File: config.mk
export PLATFORM = sky130hd
export DESIGN_NAME = audio_info_frame_parser
export DESIGN_NICKNAME = d
export VERILOG_FILES = /design/src/rtl/audio_info_frame_parser.sv
export SDC_FILE = /design/constraint.sdc
export NUM_CORES = 1
export LEC_CHECK = 0
export CAP_MARGIN = 20
export CORE_MARGIN = 1.5
export CORE_UTILIZATION = 55
export DETAILED_ROUTE_END_ITERATION = 16
export GPL_TIMING_DRIVEN = 0
export PLACE_DENSITY = 0.84
export SLEW_MARGIN = 20
export SYNTH_ARGS = -nofsm -noshare
export SYNTH_HDL_FRONTEND = slang
export SYNTH_SLANG_ARGS = --single-unit
File: constraint.sdc
create_clock -name clk_pixel -period 8.2 [get_ports clk_pixel]
set_input_delay 1.64 -clock clk_pixel [delete_from_list [all_inputs] [get_ports clk_pixel]]
set_output_delay 1.64 -clock clk_pixel [all_outputs]
set_load 0.02 [all_outputs]
File: src/rtl/audio_info_frame_parser.sv
// audio_info_frame_parser
// Parses a 31-byte audio InfoFrame byte stream (HB0..HB2, PB0..PB27),
// validates the header and checksum and publishes the decoded audio fields.
//
// Ports:
//   clk_pixel           sole clock, rising edge
//   reset_n             asynchronous active-low reset
//   in_valid            in_data carries a packet byte this cycle
//   in_start            with in_valid: byte is HB0 of a new packet
//   in_data[7:0]        packet byte stream
//   coding_type[3:0]    PB1[7:4]
//   channel_count[2:0]  PB1[2:0]
//   sampling_frequency  PB2[4:2]
//   sample_size[1:0]    PB2[1:0]
//   channel_allocation  PB4
//   down_mix_inhibited  PB5[7]
//   level_shift_value   PB5[6:3]
//   lfe_playback_level  PB5[1:0]
//   fields_loaded       high once any frame has been accepted
//   frame_valid         one-cycle pulse: frame accepted, fields updated
//   checksum_error      one-cycle pulse: header good, checksum bad
//   header_error        one-cycle pulse: header mismatch
module audio_info_frame_parser #(
  parameter logic [7:0] EXPECTED_TYPE    = 8'h84,
  parameter logic [7:0] EXPECTED_VERSION = 8'h01,
  parameter logic [4:0] EXPECTED_LENGTH  = 5'd10
) (
  input  logic       clk_pixel,
  input  logic       reset_n,
  input  logic       in_valid,
  input  logic       in_start,
  input  logic [7:0] in_data,
  output logic [3:0] coding_type,
  output logic [2:0] channel_count,
  output logic [2:0] sampling_frequency,
  output logic [1:0] sample_size,
  output logic [7:0] channel_allocation,
  output logic       down_mix_inhibited,
  output logic [3:0] level_shift_value,
  output logic [1:0] lfe_playback_level,
  output logic       fields_loaded,
  output logic       frame_valid,
  output logic       checksum_error,
  output logic       header_error
);

  typedef enum logic [1:0] {
    ST_IDLE   = 2'd0,
    ST_HEADER = 2'd1,
    ST_BODY   = 2'd2
  } state_t;

  localparam logic [4:0] LAST_IDX     = 5'd30;
  // Highest byte index that contributes to the checksum (HB0..PB(LENGTH)).
  localparam logic [5:0] LAST_SUM_IDX = {1'b0, EXPECTED_LENGTH} + 6'd3;

  // Modulo-256 checksum accumulation.
  function automatic logic [7:0] checksum_add(input logic [7:0] sum, input logic [7:0] data);
    return sum + data;
  endfunction

  // HB2: length field must match and the reserved upper bits must be zero.
  function automatic logic hb2_ok(input logic [7:0] data);
    return (data[4:0] == EXPECTED_LENGTH) && (data[7:5] == 3'b000);
  endfunction

  state_t     state_r, state_next_s;
  logic [4:0] idx_r, idx_next_s;      // index of the most recently consumed byte
  logic [7:0] sum_r, sum_next_s;
  logic       hdr_ok_r, hdr_ok_next_s;
  logic [7:0] pb1_r, pb2_r, pb4_r, pb5_r;

  logic       consume_s;               // non-start byte of an open packet
  logic [4:0] byte_idx_s;              // index of the byte being consumed
  logic       last_byte_s;
  logic       frame_valid_next_s;
  logic       checksum_error_next_s;
  logic       header_error_next_s;

  assign consume_s   = in_valid && !in_start && (state_r != ST_IDLE);
  assign byte_idx_s  = idx_r + 5'd1;
  assign last_byte_s = consume_s && (state_r == ST_BODY) && (byte_idx_s == LAST_IDX);

  // State register with packet index, running checksum and header flag.
  always_ff @(posedge clk_pixel or negedge reset_n) begin
    if (!reset_n) begin
      state_r  <= ST_IDLE;
      idx_r    <= 5'd0;
      sum_r    <= 8'h00;
      hdr_ok_r <= 1'b0;
    end else begin
      state_r  <= state_next_s;
      idx_r    <= idx_next_s;
      sum_r    <= sum_next_s;
      hdr_ok_r <= hdr_ok_next_s;
    end
  end

  // Next-state logic: in_start restarts from any state, other bytes advance.
  always_comb begin
    state_next_s  = state_r;
    idx_next_s    = idx_r;
    sum_next_s    = sum_r;
    hdr_ok_next_s = hdr_ok_r;
    if (in_valid && in_start) begin
      state_next_s  = ST_HEADER;
      idx_next_s    = 5'd0;
      sum_next_s    = in_data;
      hdr_ok_next_s = (in_data == EXPECTED_TYPE);
    end else if (consume_s) begin
      idx_next_s = byte_idx_s;
      if ({1'b0, byte_idx_s} <= LAST_SUM_IDX) begin
        sum_next_s = checksum_add(sum_r, in_data);
      end else begin
        sum_next_s = sum_r;
      end
      case (state_r)
        ST_HEADER: begin
          if (byte_idx_s == 5'd1) begin
            hdr_ok_next_s = hdr_ok_r && (in_data == EXPECTED_VERSION);
          end else begin
            hdr_ok_next_s = hdr_ok_r && hb2_ok(in_data);
            state_next_s  = ST_BODY;
          end
        end
        ST_BODY: begin
          if (byte_idx_s == LAST_IDX) begin
            state_next_s = ST_IDLE;
          end else begin
            state_next_s = ST_BODY;
          end
        end
        default: begin
          state_next_s = ST_IDLE;
        end
      endcase
    end else begin
      state_next_s = state_r;
    end
  end

  // Result decode on the final byte; header mismatch outranks checksum.
  always_comb begin
    frame_valid_next_s    = 1'b0;
    checksum_error_next_s = 1'b0;
    header_error_next_s   = 1'b0;
    if (last_byte_s) begin
      if (!hdr_ok_r) begin
        header_error_next_s = 1'b1;
      end else if (sum_next_s != 8'h00) begin
        checksum_error_next_s = 1'b1;
      end else begin
        frame_valid_next_s = 1'b1;
      end
    end else begin
      frame_valid_next_s = 1'b0;
    end
  end

  // Shadow capture of PB1/PB2/PB4/PB5 while the body streams in.
  always_ff @(posedge clk_pixel or negedge reset_n) begin
    if (!reset_n) begin
      pb1_r <= 8'h00;
      pb2_r <= 8'h00;
      pb4_r <= 8'h00;
      pb5_r <= 8'h00;
    end else if (consume_s && (state_r == ST_BODY)) begin
      case (byte_idx_s)
        5'd4:    pb1_r <= in_data;
        5'd5:    pb2_r <= in_data;
        5'd7:    pb4_r <= in_data;
        5'd8:    pb5_r <= in_data;
        default: pb1_r <= pb1_r;
      endcase
    end
  end

  // Registered result pulses.
  always_ff @(posedge clk_pixel or negedge reset_n) begin
    if (!reset_n) begin
      frame_valid    <= 1'b0;
      checksum_error <= 1'b0;
      header_error   <= 1'b0;
    end else begin
      frame_valid    <= frame_valid_next_s;
      checksum_error <= checksum_error_next_s;
      header_error   <= header_error_next_s;
    end
  end

  // Decoded fields move from the shadows only when a frame is accepted.
  always_ff @(posedge clk_pixel or negedge reset_n) begin
    if (!reset_n) begin
      coding_type        <= 4'd0;
      channel_count      <= 3'd0;
      sampling_frequency <= 3'd0;
      sample_size        <= 2'd0;
      channel_allocation <= 8'h00;
      down_mix_inhibited <= 1'b0;
      level_shift_value  <= 4'd0;
      lfe_playback_level <= 2'd0;
      fields_loaded      <= 1'b0;
    end else if (frame_valid_next_s) begin
      coding_type        <= pb1_r[7:4];
      channel_count      <= pb1_r[2:0];
      sampling_frequency <= pb2_r[4:2];
      sample_size        <= pb2_r[1:0];
      channel_allocation <= pb4_r;
      down_mix_inhibited <= pb5_r[7];
      level_shift_value  <= pb5_r[6:3];
      lfe_playback_level <= pb5_r[1:0];
      fields_loaded      <= 1'b1;
    end
  end

endmodule
# == Word level (Yosys, flattened, before mapping) ==
# Cells that the tools add are included.
# op_classes
add_sub_neg,2
magnitude_cmp,1
eq_ne,12
muxes,22
n_reduce_logical,20
# op_table
op,n
2-to-1 mux 8 bit,3
"== test 5 x 3 -> 1 bit, second input constant",3
2-to-1 mux 1 bit,12
AND reduction 2 bit,6
"== test 5 x 4 -> 1 bit, second input constant",2
2-to-1 mux 5 bit,2
adder 8 bit,1
"== test 8 x 1 -> 1 bit, second input constant",1
"== test 8 bit, second input constant",1
logical AND 1 bit,8
2-to-1 mux 2 bit,4
nonzero test 8 bit,1
nonzero test 2 bit,3
"adder 5 x 1 -> 5 bit, second input constant",1
"== test 5 x 1 -> 1 bit, second input constant",1
"== test 5 bit, second input constant",1
"<= comparator 5 x 4 -> 1 bit, second input constant",1
case mux 2 bit (2 select lines),1
zero test 3 bit,1
"inequality test 3 bit, second input constant",1
"== test 2 x 1 -> 1 bit, second input constant",1
"== test 2 bit, second input constant",1
zero test 1 bit,1
# word_totals
register_bits,76
inputBits,12
output_inout_bits,31
elab_cells,77

# == Longest topological paths before layout ==
# Gate-level depths: netlist of the first run.
# depth
word_depth,9
mapped_depth,12
mapped_depth_nobuf,11

# == Worst setup path after synthesis of the first run ==
# OpenSTA, ideal clock, no wires.
# synth_timing
path_type,input -> register
from,in in_data[0]
to,reg channel_allocation[4]
arrival_time_ns,4.658
slack_ns,3.417
path_stages,12
cell_sequence,ha_1 inv_1 fa_1 nand2b_1 a21oi_1 mux2i_1 a211oi_1 o31a_1 or4_4 nor4_4 buf_6 mux2_4
# synth_via
elab_chain_cells,8
# synth_rtl
item,line,source
"start, declared",32,"input logic [7:0] in_data,"
adder 8 bit,59,return sum + data;
2-to-1 mux 8 bit,112,"if ({1'b0, byte_idx_s} <= LAST_SUM_IDX) begin"
2-to-1 mux 8 bit,110,end else if (consume_s) begin
2-to-1 mux 8 bit,105,if (in_valid && in_start) begin
named net sum_next_s[6],69,"logic [7:0] sum_r, sum_next_s;"
nonzero test 8 bit,150,end else if (sum_next_s != 8'h00) begin
2-to-1 mux 1 bit,150,
2-to-1 mux 1 bit,148,if (!hdr_ok_r) begin
2-to-1 mux 1 bit,147,if (last_byte_s) begin
"end signal, assigned",208,channel_allocation <= pb4_r;
"end, declared",37,"output logic [7:0] channel_allocation,"
# The timed path passes the listed nets, and every way through them passes these cells.
# A chain may end at the register's enable or synchronous reset.

# == Worst setup path after layout of the first run ==
# layout_timing
from,in in_data[0]
to,reg channel_allocation[6]
# The elaborated chain is that of the path after synthesis.

==> flow_metrics.py, run 1 <==
metrics = {
    "drt": {
        "drt-initial-drc-count": 135,
        "totalWireLength_um": 7680,
        "antenna_left": 0,
        "drc_errors": 5,
        "via_per_inst": 6.00,
        "via_count": 2641,
        "dr.pass1.iters": 10,
        "wire_per_inst_um": 17.5,
    },
    "placed_design": {
        "dpl-instance-area_mm2": 0.00423,
        "gp_congestion": 0.866,
        "port-buffer-count": 41,
        "dp_hpwl_um": 5360,
    },
    "sta": {
        "finalSetupViolCount": 0,
        "rsz0062_at_grt": "false",
        "whs_ns": 0.487,
        "fin_skew_ns": 0.0107,
        "max_slew_margin": 0.492,
        "fin_crit_sh": 0.692,
        "worst_slew_pin_slew_ns": 0.757,
        "max_freq_mhz": 176,
        "fin_crit_ns": 5.67,
        "finalSetupTns_ns": 0,
        "finalMaxSlewViolations": 0,
        "final-hold-violation-count": 0,
    },
    "clock_tree": {
        "cts.clk_slew.worst_paths_ns": 0.08,
        "tritoncts": "yes",
        "cts_made_buffers": 9,
        "hold_buffers": 0,
        "cts_htree_levels": 3,
        "clk_latency_ns": 0.35,
        "root_buffer": "clkbuf_8",
        "cts_resized": 0,
        "cts.path.max_buffers": 2,
        "post_cts_buffers": 0,
        "clock-sinks": 74,
    },
    "floorplanning": {
        "io_pins": 43,
        "die_h_um": 85.0,
        "rows": 29,
        "core_mm2": 0.00642,
        "initial_utilization": 0.576,
        "die_x_um": 85.0,
        "design.die.area_mm2": 0.00723,
    },
    "setup_path": {
        "crit_required_ns": 8.43,
        "endpoint_kind": "register",
        "path_cells": "clkdlybuf4s50_1 -> ha_1 -> inv_1 -> fa_1 -> nand2b_1 -> a21oi_1 -> mux2i_1 -> a211oi_1 -> o31a_1 -> or4_4 -> nor4_4 -> buf_6 -> mux2_4",
        "crit_family": "simple AND/OR/NAND/NOR gates",
        "path_class": "in -> reg",
        "crit_cells": 13,
        "arrival_ns": 5.90,
        "crit_path_start_kind": "primary input",
        "cpPeakStageDelay_ns": 0.73,
        "path_max_fanout": 10,
        "path_buf_inv": 3,
        "crit_slowest_cell": "clkdlybuf4s50_1",
        "r2r_cells": 11,
    },
    "global_route": {
        "grt.overflow.total": 0,
        "grt_pass1_vias": 2646,
        "grt_pass1_wl_um": 12900,
        "grt_max_degree": 47,
        "antenna_found_initial": 0,
        "grt_usage": 0.230,
    },
    "outcome": {
        "status": "finished, violations left",
        "violations": "DRC",
    },
    "logic_synthesis": {
        "ys_seq_area_frac": 0.500,
        "synth_flop_cell": "dfrtp_1",
        "ys_ff_latch": 74,
        "synth-edff-count": 0,
        "ys_types": 55,
        "async_reset_ff_frac": 1.00,
        "netlist_area_mm2": 0.00370,
        "avgSynthCellArea_um2": 12.1,
        "ys_warn_count": 0,
        "synth_cells": 305,
        "synth_nets": 333,
    },
    "finish": {
        "antennaDiodeCount": 0,
        "final_nets": 386,
        "mostFrequentLayoutCell": "dfrtp_1",
        "fin_area_mm2": 0.00445,
        "drive_above_1_share": 0.231,
        "syn_to_final_growth_pct": 20.2,
        "final_cell_mix": "dfrtp_1, clkdlybuf4s50_1, mux2_2",
    },
    "power": {
        "pwr_density_cell_mw_per_mm2": 235,
        "peakVddDrop_uv": 131,
        "leakage_uw": 0.00207,
    },
    "worst_hold_path": {
        "hp-class": "reg -> reg",
        "whs_path_depth": 1,
    },
    "run": {
        "cap_violations": 0,
    },
}
-- final timing paths --
kind / from / slack, ns / to
max reg2reg: idx_r[0] / 4.07 / channel_allocation[6]
min in group asynchronous: reset_n / 1.21 / coding_type[0]
max: in_data[0] / 2.53 / channel_allocation[6]
max in group asynchronous: reset_n / 6.41 / sum_r[6]
min reg2reg: fields_loaded / 0.49 / fields_loaded
min: fields_loaded / 0.49 / fields_loaded
-- per-stage QoR --
stage	total power, µW	cells	worst slack (ns)	util
finish	1050	440	2.53	0.693
global route	1100	440	2.37	0.693
CTS	1050	440	2.58	0.692
detailed placement	735	424	2.20	0.658
global placement	718	423	2.26	0.655
floorplan	659	305	3.42	-
-- layer usage --
| layer | track usage | wire [µm] | share of wire | vias to the layer above |
|---|---|---|---|---|
| met5 | 0 | 0 | 0 | - |
| met4 | 0.0864 | 111 | 0.014 | 0 |
| met3 | 0.0516 | 481 | 0.063 | 11 |
| met2 | 0.372 | 3720 | 0.48 | 105 |
| met1 | 0.306 | 3370 | 0.44 | 1307 |
| li1 | - | - | - | 1218 |
-- final cells by class --
class	instances	area [µm²]
timing repair buffer	42	428
buffer	7	51.3
tap	77	96.3
sequential	74	1850
clock buffer	10	128
multi-input combinational	210	1750
fill	452	1970
inverter	14	52.6
clock inverter	6	90.1
-- state kept, by name, indices dropped and copies added, names as in the netlist, 3 cells and up --
register / count
channel_allocation: 8
channel_count: 3
coding_type: 4
idx_r: 5
level_shift_value: 4
pb1_r: 7
pb2_r: 5
pb4_r: 8
pb5_r: 7
sampling_frequency: 3
sum_r: 8
-- cells in the mapped netlist (6+ instances only) --
cell | count | area (µm²)
nand2_1 | 16 | 60.1
nor2_1 | 20 | 75.1
nor3_1 | 7 | 35.0
dfrtp_1 | 74 | 1850
nand3_1 | 6 | 30.0
ha_1 | 15 | 188
a211oi_1 | 6 | 45.0
inv_1 | 14 | 52.6
a21oi_1 | 16 | 80.1
mux2_2 | 33 | 372
o21ai_0 | 9 | 45.0
mux2_4 | 19 | 285
-- logic make-up after synthesis --
kind of cell / after synthesis / synth area share
fa+ha+maj: 16 / 0.0561
flops: 74 / 0.500
xor+xnor: 4 / 0.00946
buf+inv: 21 / 0.0281
simple gates: 75 / 0.107
compound gates: 59 / 0.111
mux: 56 / 0.188
-- where the power goes --
part | internal [µW] | switching, µW | leakage, µW
clock | 173 | 141 | 0.000107
combinational | 124 | 176 | 0.000956
sequential | 398 | 35.9 | 0.00101
total | 695 | 353 | 0.00207
(Power assumes the default switching activity.)
==> inputs of run 2 (changes only) <==
clock period = 5.3 ns   (was 8.2 ns; I/O delays follow)
==> results of run 2 <==
Same layout as run 1 (identical final DEF). Status: finished, violations left: DRC.
Among the figures that moved: setup slack after placement 2.20 ns -> -0.118 ns; setup slack after layout 2.53 ns -> 0.207 ns; register-to-register setup slack 4.07 ns -> 1.17 ns; total power 1050 µW -> 1620 µW; worst IR drop on VDD 131 µV -> 202 µV
